$ cat src/rtl/seq_detect_pkg.sv
// Shared types and helpers for the programmable serial pattern detector.
package seq_detect_pkg;

   // Detector FSM states
   typedef enum logic [1:0] {
      DISABLED = 2'd0,
      HUNT     = 2'd1,
      HIT      = 2'd2
   } state_t;

   localparam int MASK_W = 32;

   // Mask with the low 'len' bits set; callers truncate to their pattern width
   function automatic logic [MASK_W-1:0] len_mask(input logic [MASK_W-1:0] len);
      logic [MASK_W-1:0] m;
      if (len >= MASK_W)
         m = '1;
      else
         m = (MASK_W'(1) << len) - MASK_W'(1);
      return m;
   endfunction

endpackage

$ cat src/rtl/seq_detect_hist.sv
// History shift register plus saturating count of bits accepted since the last restart.
module seq_detect_hist #(
   parameter int MAX_LEN = 8,
   parameter int LEN_W   = 4
) (
   input  logic               clk,
   input  logic               aresetn,
   input  logic               shift_en,
   input  logic               in_bit,
   input  logic               restart,
   input  logic               clear,
   output logic [MAX_LEN-1:0] hist,
   output logic [LEN_W-1:0]   fill
);

   localparam logic [LEN_W-1:0] FILL_MAX = LEN_W'(MAX_LEN);

   // Shift in accepted bits; clear wipes everything, restart only forgets the count
   always_ff @(posedge clk or negedge aresetn) begin
      if (!aresetn) begin
         hist <= '0;
         fill <= '0;
      end else if (clear) begin
         hist <= '0;
         fill <= '0;
      end else begin
         if (shift_en)
            hist <= {hist[MAX_LEN-2:0], in_bit};
         if (restart)
            fill <= '0;
         else if (shift_en && fill != FILL_MAX)
            fill <= fill + 1'b1;
      end
   end

endmodule

$ cat src/rtl/seq_detect_prog.sv
// Programmable serial bit-pattern detector with overlap control and saturating match counter.
module seq_detect_prog
   import seq_detect_pkg::*;
#(
   parameter  int MAX_LEN = 8,
   parameter  int CNT_W   = 8,
   localparam int LEN_W   = $clog2(MAX_LEN + 1)
) (
   input  logic               clk,
   input  logic               aresetn,
   input  logic               in_valid,
   input  logic               in_bit,
   input  logic               cfg_load,
   input  logic [MAX_LEN-1:0] cfg_pattern,
   input  logic [LEN_W-1:0]   cfg_len,
   input  logic               cfg_overlap,
   input  logic               cnt_clr,
   output logic               match,
   output logic [CNT_W-1:0]   match_count,
   output logic               busy
);

   localparam logic [LEN_W-1:0] LEN_MAX = LEN_W'(MAX_LEN);
   localparam logic [CNT_W-1:0] CNT_MAX = '1;

   state_t               state;
   logic [MAX_LEN-1:0]   pat_q;
   logic [LEN_W-1:0]     len_q;
   logic                 ovl_q;

   logic [MAX_LEN-1:0]   hist;
   logic [LEN_W-1:0]     fill;

   logic [LEN_W-1:0]     len_clamped;
   logic [MAX_LEN-1:0]   mask;
   logic [MAX_LEN:0]     window;
   logic [LEN_W:0]       fill_p1;
   logic                 hit_now;

   // A cfg_load cycle discards its data bit and forgets all earlier bits
   seq_detect_hist #(
      .MAX_LEN (MAX_LEN),
      .LEN_W   (LEN_W)
   ) u_hist (
      .clk      (clk),
      .aresetn  (aresetn),
      .shift_en (in_valid),
      .in_bit   (in_bit),
      .restart  (hit_now && !ovl_q),
      .clear    (cfg_load),
      .hist     (hist),
      .fill     (fill)
   );

   // Clamp length, build compare window including the incoming bit, detect a hit
   always_comb begin
      len_clamped = (cfg_len > LEN_MAX) ? LEN_MAX : cfg_len;
      mask        = MAX_LEN'(len_mask(MASK_W'(len_q)));
      window      = {hist, in_bit};
      fill_p1     = {1'b0, fill} + 1'b1;
      hit_now     = in_valid && !cfg_load && (state != DISABLED) &&
                    (fill_p1 >= {1'b0, len_q}) &&
                    ((window & {1'b0, mask}) == ({1'b0, pat_q} & {1'b0, mask}));
   end

   // Config latch and detector FSM with registered Moore outputs
   always_ff @(posedge clk or negedge aresetn) begin
      if (!aresetn) begin
         state <= DISABLED;
         pat_q <= '0;
         len_q <= '0;
         ovl_q <= 1'b0;
         match <= 1'b0;
         busy  <= 1'b0;
      end else if (cfg_load) begin
         pat_q <= cfg_pattern;
         len_q <= len_clamped;
         ovl_q <= cfg_overlap;
         match <= 1'b0;
         if (len_clamped == '0) begin
            state <= DISABLED;
            busy  <= 1'b0;
         end else begin
            state <= HUNT;
            busy  <= 1'b1;
         end
      end else if (state != DISABLED) begin
         busy <= 1'b1;
         if (hit_now) begin
            state <= HIT;
            match <= 1'b1;
         end else begin
            state <= HUNT;
            match <= 1'b0;
         end
      end
   end

   // Saturating match counter; a clear coinciding with a hit leaves one match counted
   always_ff @(posedge clk or negedge aresetn) begin
      if (!aresetn)
         match_count <= '0;
      else if (cnt_clr)
         match_count <= hit_now ? CNT_W'(1) : '0;
      else if (hit_now && match_count != CNT_MAX)
         match_count <= match_count + 1'b1;
   end

endmodule

$ cat config.mk
export PLATFORM = sky130hd
export DESIGN_NAME = seq_detect_prog
export DESIGN_NICKNAME = d
export VERILOG_FILES = /design/src/rtl/seq_detect_pkg.sv /design/src/rtl/seq_detect_hist.sv /design/src/rtl/seq_detect_prog.sv
export SDC_FILE = /design/constraint.sdc
export NUM_CORES = 1
export LEC_CHECK = 0
export CORE_ASPECT_RATIO = 0.5
export CORE_UTILIZATION = 45
export DETAILED_ROUTE_END_ITERATION = 8
export PLACE_DENSITY = 0.72
export SLEW_MARGIN = 5
export SYNTH_ARGS = -nofsm -noshare
export SYNTH_HDL_FRONTEND = slang
export SYNTH_SLANG_ARGS = --single-unit
$ cat constraint.sdc
create_clock -name clk -period 2.6 [get_ports clk]
set_input_delay 0.65 -clock clk [delete_from_list [all_inputs] [get_ports clk]]
set_output_delay 0.65 -clock clk [all_outputs]
set_load 0.02 [all_outputs]
### After elaboration in Yosys (flattened, before gate mapping)

Index checks and enable logic that the tools add are counted.

| storage, ports and cells | value |
|---|---|
| register bits | 37 |
| logic and storage cells | 55 |
| input bits | 19 |
| output and inout bits | 10 |

| operators by class | value |
|---|---|
| shift-type cells | 1 |
| $add $sub $neg | 4 |
| equal/unequal tests | 3 |
| bitwise operators | 2 |
| reductions and logical operators | 15 |
| mux-type cells | 19 |
| $lt $le $gt $ge | 2 |

Operators with widths:

| operator | number |
|---|---|
| 2-to-1 mux 8 bit | 4 |
| 2-to-1 mux 4 bit | 4 |
| bitwise AND 9 x 8 -> 9 bit | 1 |
| == test 9 x 8 -> 1 bit | 1 |
| adder 8 x 1 -> 8 bit, second input constant | 1 |
| bitwise AND 8 bit | 1 |
| 2-to-1 mux 1 bit | 8 |
| != test 8 bit, second input constant | 1 |
| nonzero test 2 bit | 4 |
| << shifter 1 x 4 -> 8 bit, first input constant | 1 |
| subtractor 8 x 2 -> 8 bit, second input constant | 1 |
| logical AND 1 bit | 7 |
| 2-to-1 mux 2 bit | 3 |
| adder 4 x 1 -> 5 bit, second input constant | 1 |
| >= comparator 5 x 4 -> 1 bit | 1 |
| adder 4 x 1 -> 4 bit, second input constant | 1 |
| greater-than comparator 4 bit, second input constant | 1 |
| logical NOT 4 bit | 1 |
| != test 4 bit, second input constant | 1 |
| nonzero test 3 bit | 1 |
| logical NOT 1 bit | 2 |

### Depth between registers and ports, before layout

Gate-level depths: netlist of run 1.

| depth | value |
|---|---|
| depth in word-level cells | 8 |
| gate-level depth with buffers | 10 |
| depth with buffers taken out | 9 |

### By module

From an unflattened synthesis of run 1, not the netlist that was laid out.

| unflattened totals | value |
|---|---|
| cell total of the unflattened synthesis | 196 |
| area total of the unflattened synthesis | 2,050.7 µm² |

Modules (own cells, without submodules):

| module | cells each | area an instance (µm²) | instances | sequential area each (µm²) |
|---|---|---|---|---|
| seq_detect_prog | 146 | 1,485.2 | 1 | 600.6 |
| seq_detect_hist | 50 | 565.5 | 1 | 300.3 |

### Worst setup path after synthesis of run 1

Ideal clock, no wire load.

| path | value |
|---|---|
| kind | register to register |
| start | register u_hist.fill[0] |
| end | register match_count[4] |
| period minus slack after synthesis | 2,381 ps |
| path buffers | 0 |
| library setup time | 78 ps |
| required time | 2,522 ps |
| path slack | 219 ps |
| data arrival time | 2,303 ps |
| stages on the path, launching flop included | 9 |
| path through | dfrtp_1 -> ha_1 -> xor2_1 -> ha_1 -> o21ai_0 -> o21ai_0 -> o2111ai_4 -> or4_1 -> a21oi_1 |

| on the way | value |
|---|---|
| cells in the longest elaborated chain, start to end | 6 |

RTL lines:

| element | RTL line | RTL |
|---|---|---|
| start, declared | seq_detect_hist.sv:13 | `output logic [LEN_W-1:0] fill` |
| start signal, assigned | seq_detect_hist.sv:32 | `fill <= fill + 1'b1;` |
| adder 4 x 1 -> 5 bit | seq_detect_prog.sv:60 | `fill_p1 = {1'b0, fill} + 1'b1;` |
| >= comparator 5 x 4 -> 1 bit | seq_detect_prog.sv:62 | `(fill_p1 >= {1'b0, len_q}) &&` |
| logical AND 1 bit | seq_detect_prog.sv:61 | `hit_now = in_valid && !cfg_load && (state != DISABLED) &&` |
| logical AND 1 bit | seq_detect_prog.sv:62 |  |
| logical AND 1 bit | seq_detect_prog.sv:105 | `else if (hit_now && match_count != CNT_MAX)` |
| nonzero test 2 bit (no source line) | - |  |
| end signal, assigned | seq_detect_prog.sv:104 | `match_count <= hit_now ? CNT_W'(1) : '0;` |
| end signal, assigned | seq_detect_prog.sv:106 | `match_count <= match_count + 1'b1;` |
| end, declared | seq_detect_prog.sv:19 | `output logic [CNT_W-1:0] match_count,` |

Every way passes these cells.
A chain may end at the register's enable or synchronous reset.

### Worst setup path in the final report of run 1

| path | value |
|---|---|
| start | register len_q[1] |
| end | register match_count[6] |

| on the way | value |
|---|---|
| cells in the longest elaborated chain, start to end | 7 |
| elaborated cells on any way between the ends | 10 |
| those cells by class | add/sub: 1; order compare: 1; eq/ne: 1; shift: 1; bitwise: 2; reduce/logical: 4 |

RTL lines:

| element | RTL line | RTL |
|---|---|---|
| start, declared | seq_detect_prog.sv:28 | `logic [LEN_W-1:0] len_q;` |
| start signal, assigned | seq_detect_prog.sv:77 | `len_q <= len_clamped;` |
| << shifter 1 x 4 -> 8 bit | seq_detect_pkg.sv:19 | `m = (MASK_W'(1) << len) - MASK_W'(1);` |
| subtractor 8 x 2 -> 8 bit | seq_detect_pkg.sv:19 |  |
| bitwise AND 9 x 8 -> 9 bit / bitwise AND 8 bit (equally long branches) | seq_detect_prog.sv:63 | `((window & {1'b0, mask}) == ({1'b0, pat_q} & {1'b0, mask}));` |
| == test 9 x 8 -> 1 bit | seq_detect_prog.sv:63 |  |
| logical AND 1 bit (*) | seq_detect_prog.sv:62 |  |
| logical AND 1 bit (*) | seq_detect_prog.sv:105 |  |
| nonzero test 2 bit (no source line) (*) | - |  |

Every way passes the cells marked *; elsewhere a longest branch is shown, timed or not.

==> impl_metrics.csv, run 1 <==
group,metric,value,unit
run_status,outcome,"completed",
floorplan,core,4044,um2
final_layout,final_core_util,0.6213,
floorplan,floorplan.die_area,4647,um2
critical_path,r2r_cells,9,
power_and_ir_drop,leakage,1.050,nW
routing,remaining_number_of_nets_flagged_by_the_antenna_check_after_routing,0,
sta,min_period,2417,ps
final_layout,final_cell_mix,"33 x sky130_fd_sc_hd__dfrtp_1, 28 x sky130_fd_sc_hd__clkdlybuf4s50_1, 16 x sky130_fd_sc_hd__nand2_1",
routing,route.vias.total,1590,
sta,finClkSkew,10.42,ps
synth,synth_seq_cells,35,
sta,worstMarginPinSlew,480.1,ps
final_layout,post-route-cell-area,2512,um2
run,max_cap_violations,0,
sta,post-route-period-util,0.9295,
power_and_ir_drop,cellPowerDensity,536.5,nW/um2
synth,yosys.area_share.adder,0.05099,
routing,routed_wl,4014,um
placement,place.port_buffers,28,
floorplan,initial_utilization,0.4855,
worst_hold_path,min_path_type,"reg2reg",
clocking,cts_root_buffer,"sky130_fd_sc_hd__clkbuf_8",
worst_hold_path,worst_hold_path.num_cells,1,
sta,timing_hold_violations_final,0,
sta,timing.fmax,0.4138,GHz
floorplan,dieHeight,48.71,um
clocking,clkTransAtPathRegs,80,ps
critical_path,reg2reg_slack,180,ps
synth,synth_compound_area_frac,0.1326,
critical_path,category_of_the_critical_setup_timing_path,"reg2reg",
global_route,first_global_vias,1562,
final_layout,drive_gt1_frac,0.1838,
critical_path,cp_data_required_time,2780,ps
clocking,maximum_level_of_the_cts_h_tree,2,
critical_path,critical_path.reg2reg.endpoint,"match_count[6]",
critical_path,slowest_delay,410,ps
final_layout,seqCellArea,878.3,um2
clocking,worstSkewPairLatency,290,ps
critical_path,start_kind,"flop",
sta,setup_viol_count_final,0,
routing,drt_pass1_iterations,4,
sta,rsz0062_at_grt,"no",
floorplan,num_rows,16,
final_layout,num-fill-cells,336,
global_route,grt_antenna_before_repair,0,
synth,synthCells,192,
final_layout,multi_input_comb_area,1041,um2
synth,async_reset_ff_frac,1.000,
sta,slew_headroom,0.6792,
clocking,cts.path.max_buffers,2,
routing,via_per_inst,5.521,
synth,synth-seq-area-share,0.4461,
critical_path,crit_path_end_kind,"flop",
power_and_ir_drop,ir_worst_vdd,280.3,uV
synth,dominantRegCellSynth,"sky130_fd_sc_hd__dfrtp_1",
placement,hpwl,2963,um
final_layout,mostFrequentLayoutCell,"sky130_fd_sc_hd__dfrtp_1",
sta,total_count_of_max_transition_violations_in_the_final_report,0,
synth,synthesis.nets,219,
clocking,cts_sinks,35,
routing,drt_first_iter_violations,57,
synth,synthDistinctLibCells,41,
sta,setup-tns-final,0,ps
placement,gp_routability_congestion,0.8021,
critical_path,r2r_start,"len_q[1]",
global_route,grt_first_pass_wirelength,7079,um
synth,combinational_family_with_the_most_area_after_synthesis,"simple AND/OR/NAND/NOR gates",
final_layout,antenna_diodes,0,
synth,muxShareOfSynthArea,0.1039,
synth,synthSimpleGateAreaFrac,0.1797,
worst_hold_path,min_to,"busy",
final_layout,finish.net_count,260,
routing,wl_per_cell,13.94,um
critical_path,crit_fanout,5,
clocking,post_cts.repair.setup_buffers,0,
synth,synth.cell_area,1963,um2
synth,yosys_warnings,0,
synth,synth_enable_flop_cells,0,
clocking,tritoncts,"yes",
routing,drc_errors,0,
synth,avgSynthCellArea,10.22,um2
critical_path,crit_path_top_delay_cell,"sky130_fd_sc_hd__dfrtp_1",
global_route,grt_start_max_net_pins,36,
floorplan,num_io_pins,29,
critical_path,critical_path_arrival,2600,ps
global_route,grt_util_all_layers,0.2024,
worst_hold_path,hold_start,"busy",
synth,synth_xor_area_frac,0.05800,
final_layout,synthToLayoutAreaGrowth,27.98,%
global_route,total_overflow_reported_by_the_global_router,0,
floorplan,die_width,95.41,um
placement,dpl-instance-area,2382,um2
clocking,cts_made_buffers,5,
critical_path,timing.critical_path.cells,"nor2_4, nand3_2, ha_1, or3_1, nor2_1, a21oi_1, o2111a_1, and2_1, a311oi_1",
power_and_ir_drop,post-layout-total-power,1.348,mW
final cells by class:
class                   instances  area share
well taps                      54     0.02689
clock inverters                 2     0.01394
repair buffers                 41      0.1504
multi-input cells             142      0.4143
flip-flops and latches         35      0.3496
clock buffers                   6     0.03287
inverters                       8     0.01195
how the worst max path moves through the flow:
stage              startpoint              to  slack (ps)  cells past startpoint
2_1_floorplan  u_hist.fill[0]  match_count[4]         220                      8
3_3_place_gp           in_bit  match_count[5]           6                      6
3_5_place_dp           in_bit  match_count[4]         -30                      6
4_1_cts              len_q[0]  match_count[7]          90                      9
5_1_grt        u_hist.fill[0]  match_count[4]          10                      9
6_report             len_q[1]  match_count[6]         180                      9
synth_stat cells, types with 2 or more instances:
master | instances | share of area
sky130_fd_sc_hd__o22ai_1 | 3 | 0.0096
sky130_fd_sc_hd__nor3b_1 | 2 | 0.0076
sky130_fd_sc_hd__xnor2_1 | 4 | 0.018
sky130_fd_sc_hd__o21ai_0 | 8 | 0.020
sky130_fd_sc_hd__a21oi_1 | 6 | 0.015
sky130_fd_sc_hd__xor2_1 | 9 | 0.040
sky130_fd_sc_hd__dfrtp_1 | 35 | 0.45
sky130_fd_sc_hd__a31oi_1 | 2 | 0.0064
sky130_fd_sc_hd__nor2_1 | 13 | 0.025
sky130_fd_sc_hd__nor3_1 | 6 | 0.015
sky130_fd_sc_hd__and2_1 | 2 | 0.0064
sky130_fd_sc_hd__clkbuf_1 | 6 | 0.011
sky130_fd_sc_hd__nand4_1 | 4 | 0.013
sky130_fd_sc_hd__nand2_1 | 16 | 0.031
sky130_fd_sc_hd__nor4_1 | 2 | 0.0064
sky130_fd_sc_hd__inv_1 | 8 | 0.015
sky130_fd_sc_hd__mux2_2 | 11 | 0.063
sky130_fd_sc_hd__or3_1 | 4 | 0.013
sky130_fd_sc_hd__o21a_1 | 4 | 0.015
sky130_fd_sc_hd__ha_1 | 8 | 0.051
sky130_fd_sc_hd__mux2i_1 | 8 | 0.041
sky130_fd_sc_hd__nor2b_1 | 7 | 0.022
sky130_fd_sc_hd__nand3_1 | 6 | 0.015
flip-flops by register name, summed over array words and instances (netlist names):
name         cells
match            1
u_hist.hist      7
busy             1
u_hist.fill      4
match_count      8
pat_q            8
len_q            4
ovl_q            1
state            1
logic make-up after synthesis:
logic type / after synthesis
multiplexers: 19
XOR/XNOR: 13
flip-flops: 35
adder cells (fa/ha/maj): 8
AO/OA/AOI/OAI: 34
buffers and inverters: 15
AND/OR/NAND/NOR: 68
power breakdown:
| group | leakage (nW) | total (mW) | switching (mW) | internal (mW) |
|---|---|---|---|---|
| Clock | 0.0612 | 0.511 | 0.201 | 0.310 |
| Sequential | 0.449 | 0.596 | 0.0246 | 0.571 |
| Combinational | 0.540 | 0.241 | 0.122 | 0.119 |
| Total | 1.05 | 1.35 | 0.347 | 1.00 |
routing by layer:
layer  share of wire  global-route usage  wire [um]
met1            0.48              0.2692       1946
met2            0.47              0.3119       1874
met3           0.038             0.05346        151
met4           0.010             0.08706         40
met5               0                   0          0
worst max-delay path, delay by kind of cell (launching register included):
kind | cells | cell delay, ps
AND/OR/NAND/NOR | 5 | 980
adder cells (fa/ha/maj) | 1 | 240
flip-flops | 1 | 410
AO/OA/AOI/OAI | 3 | 660
timing repair:
action / CTS / global route
endpoints found under the hold margin: 0 / 0
resized for setup: 0 / 6
hold buffers: 0 / 0
endpoints found under the setup margin: 0 / 10
per-stage QoR:
stage / hold WS [ps] / setup slack (ps) / cells
floorplan: 354.4 / 218.9 / 192
global placement: 479.1 / 5.672 / 280
detailed placement: 491.6 / -27.57 / 280
CTS: 509.0 / 87.14 / 288
global route: 550.9 / 9.889 / 288
finish: 504.9 / 183.2 / 288
No activity file was read; power rests on OpenSTA's default activity.
==> inputs of run 2 (changes only) <==
- CORE_UTILIZATION: 45 -> 54
- PLACE_DENSITY: 0.72 -> 0.84
==> impl_metrics.csv, run 2 (synthesis results as in run 1) <==
group,metric,value,unit
final_layout,post-route-cell-area,2480,um2
routing,via_per_inst,5.579,
global_route,total_overflow_reported_by_the_global_router,0,
placement,gp_routability_congestion,0.8721,
sta,min_period,2451,ps
critical_path,category_of_the_critical_setup_timing_path,"reg2reg",
critical_path,start_kind,"flop",
critical_path,critical_path.reg2reg.endpoint,"match_count[7]",
final_layout,final_core_util,0.7181,
final_layout,synthToLayoutAreaGrowth,26.32,%
routing,drt_first_iter_violations,148,
routing,dr.max_layer_used,"met4",
power_and_ir_drop,cellPowerDensity,512.0,nW/um2
floorplan,num_rows,15,
final_layout,drive_gt1_frac,0.1709,
routing,met3_length,269,um
routing,wl_met1,2156,um
worst_hold_path,worst_hold_path.num_cells,1,
floorplan,initial_utilization,0.5685,
final_layout,finish.net_count,260,
routing,wl_per_cell,15.23,um
clocking,maximum_level_of_the_cts_h_tree,2,
final_layout,num-fill-cells,253,
routing,drc_errors,0,
critical_path,timing.critical_path.cells,"inv_1, nand3_2, ha_1, or3_1, nor2_1, a21oi_1, o2111a_1, and2_1, a221oi_1",
worst_hold_path,min_path_type,"reg2reg",
sta,setup_viol_count_final,0,
routing,routed_wl,4340,um
clocking,clkTransAtPathRegs,70,ps
critical_path,slowest_delay,460,ps
critical_path,cp_data_required_time,2780,ps
routing,drt_pass1_iterations,4,
global_route,grt_first_pass_wirelength,7127,um
clocking,cts_root_buffer,"sky130_fd_sc_hd__clkbuf_8",
global_route,grt_antenna_before_repair,0,
critical_path,critical_path_arrival,2630,ps
run,max_cap_violations,0,
sta,fin_worst_hold_slack,504.4,ps
clocking,cts_made_buffers,5,
global_route,grt_util_all_layers,0.2479,
sta,worstMarginPinSlew,445.0,ps
critical_path,r2r_start,"len_q[0]",
clocking,ctsHoldBuffers,0,
sta,total_count_of_max_transition_violations_in_the_final_report,0,
final_layout,final_cell_mix,"34 x sky130_fd_sc_hd__dfrtp_1, 28 x sky130_fd_sc_hd__clkdlybuf4s50_1, 16 x sky130_fd_sc_hd__nand2_1",
critical_path,reg2reg_slack,150,ps
critical_path,r2r_cells,9,
critical_path,crit_path_end_kind,"flop",
floorplan,dieHeight,44.64,um
floorplan,num_io_pins,29,
worst_hold_path,min_to,"busy",
power_and_ir_drop,leakage,1.042,nW
placement,place.port_buffers,28,
routing,route.vias.total,1590,
clocking,tritoncts,"yes",
critical_path,crit_fanout,7,
routing,remaining_number_of_nets_flagged_by_the_antenna_check_after_routing,0,
global_route,first_global_vias,1482,
routing,wl_met2,1853,um
sta,post-route-period-util,0.9427,
run_status,outcome,"completed",
sta,timing.fmax,0.4080,GHz
power_and_ir_drop,ir_worst_vdd,302.4,uV
placement,hpwl,3027,um
worst_hold_path,hold_start,"busy",
sta,slew_headroom,0.7024,
sta,finClkSkew,4.016,ps
sta,timing_hold_violations_final,0,
final_layout,biggestRegsByFlops,"match_count x8, pat_q x8, u_hist.hist x7",
clocking,cts.path.max_buffers,2,
clocking,cts_sinks,35,
power_and_ir_drop,post-layout-total-power,1.270,mW
final_layout,antenna_diodes,0,
global_route,grt_start_max_net_pins,36,
critical_path,crit_path_top_delay_cell,"sky130_fd_sc_hd__dfrtp_1",
floorplan,die_width,87.27,um
clocking,worstSkewPairLatency,280,ps
floorplan,core,3453,um2
final_layout,mostFrequentLayoutCell,"sky130_fd_sc_hd__dfrtp_1",
placement,dpl-instance-area,2371,um2
floorplan,floorplan.die_area,3895,um2
[run 2: cell count changes in the layout (fill, tap and decap cells not counted), sizes merged]
cell and delta:
clkbuf +2, bufinv -1, clkinv -1
[run 2: stage by stage]
stage / TNS, ps / worst slack [ps] / instances
floorplan: 0 / 218.9 / 192
global route: -0.2864 / -0.2864 / 285
detailed placement: -115.7 / -44.43 / 276
finish: 0 / 149.0 / 285
global placement: 0 / 19.33 / 276
CTS: 0 / 99.88 / 284
[run 2: final cells by class]
| class | count | area [um2] | area share |
|---|---|---|---|
| multi-input cells | 142 | 1031 | 0.4157 |
| flip-flops and latches | 35 | 877.1 | 0.3537 |
| repair buffers | 41 | 377.9 | 0.1524 |
| clock buffers | 8 | 100.1 | 0.04036 |
| well taps | 51 | 63.81 | 0.02573 |
| inverters | 8 | 30.03 | 0.01211 |
[run 2: worst max-delay path: cells and delay by family, from the launching register on]
family | cells | cell delay, ps
simple gates | 4 | 840
compound gates | 3 | 660
flops | 1 | 460
fa+ha+maj | 1 | 250
buf+inv | 1 | 130
[run 2: timing repair]
action / CTS / global route
buffers inserted: 0 / 1
gates resized for setup: 0 / 3
endpoints found under the setup margin: 0 / 7
[run 2: how the worst max path moves through the flow]
stage | endpoint | startpoint | slack [ps] | cells after the start
floorplan | match_count[4] | u_hist.fill[0] | 220 | 8
global placement | match_count[3] | in_valid | 20 | 7
detailed placement | match_count[4] | in_valid | -40 | 7
CTS | match_count[7] | len_q[3] | 100 | 9
global route | match_count[7] | len_q[0] | -0.3 | 9
finish | match_count[7] | len_q[0] | 150 | 9
[run 2: layer usage]
layer	up-vias	GRT usage
li1	769	-
met1	757	0.3570
met2	57	0.3797
met3	7	0.04478
met4	0	0.08852
met5	-	0
[run 2: where the power goes]
group	total (mW)	switching (mW)	internal [mW]
clock	0.429	0.187	0.242
sequential	0.599	0.0276	0.571
combinational	0.242	0.123	0.120
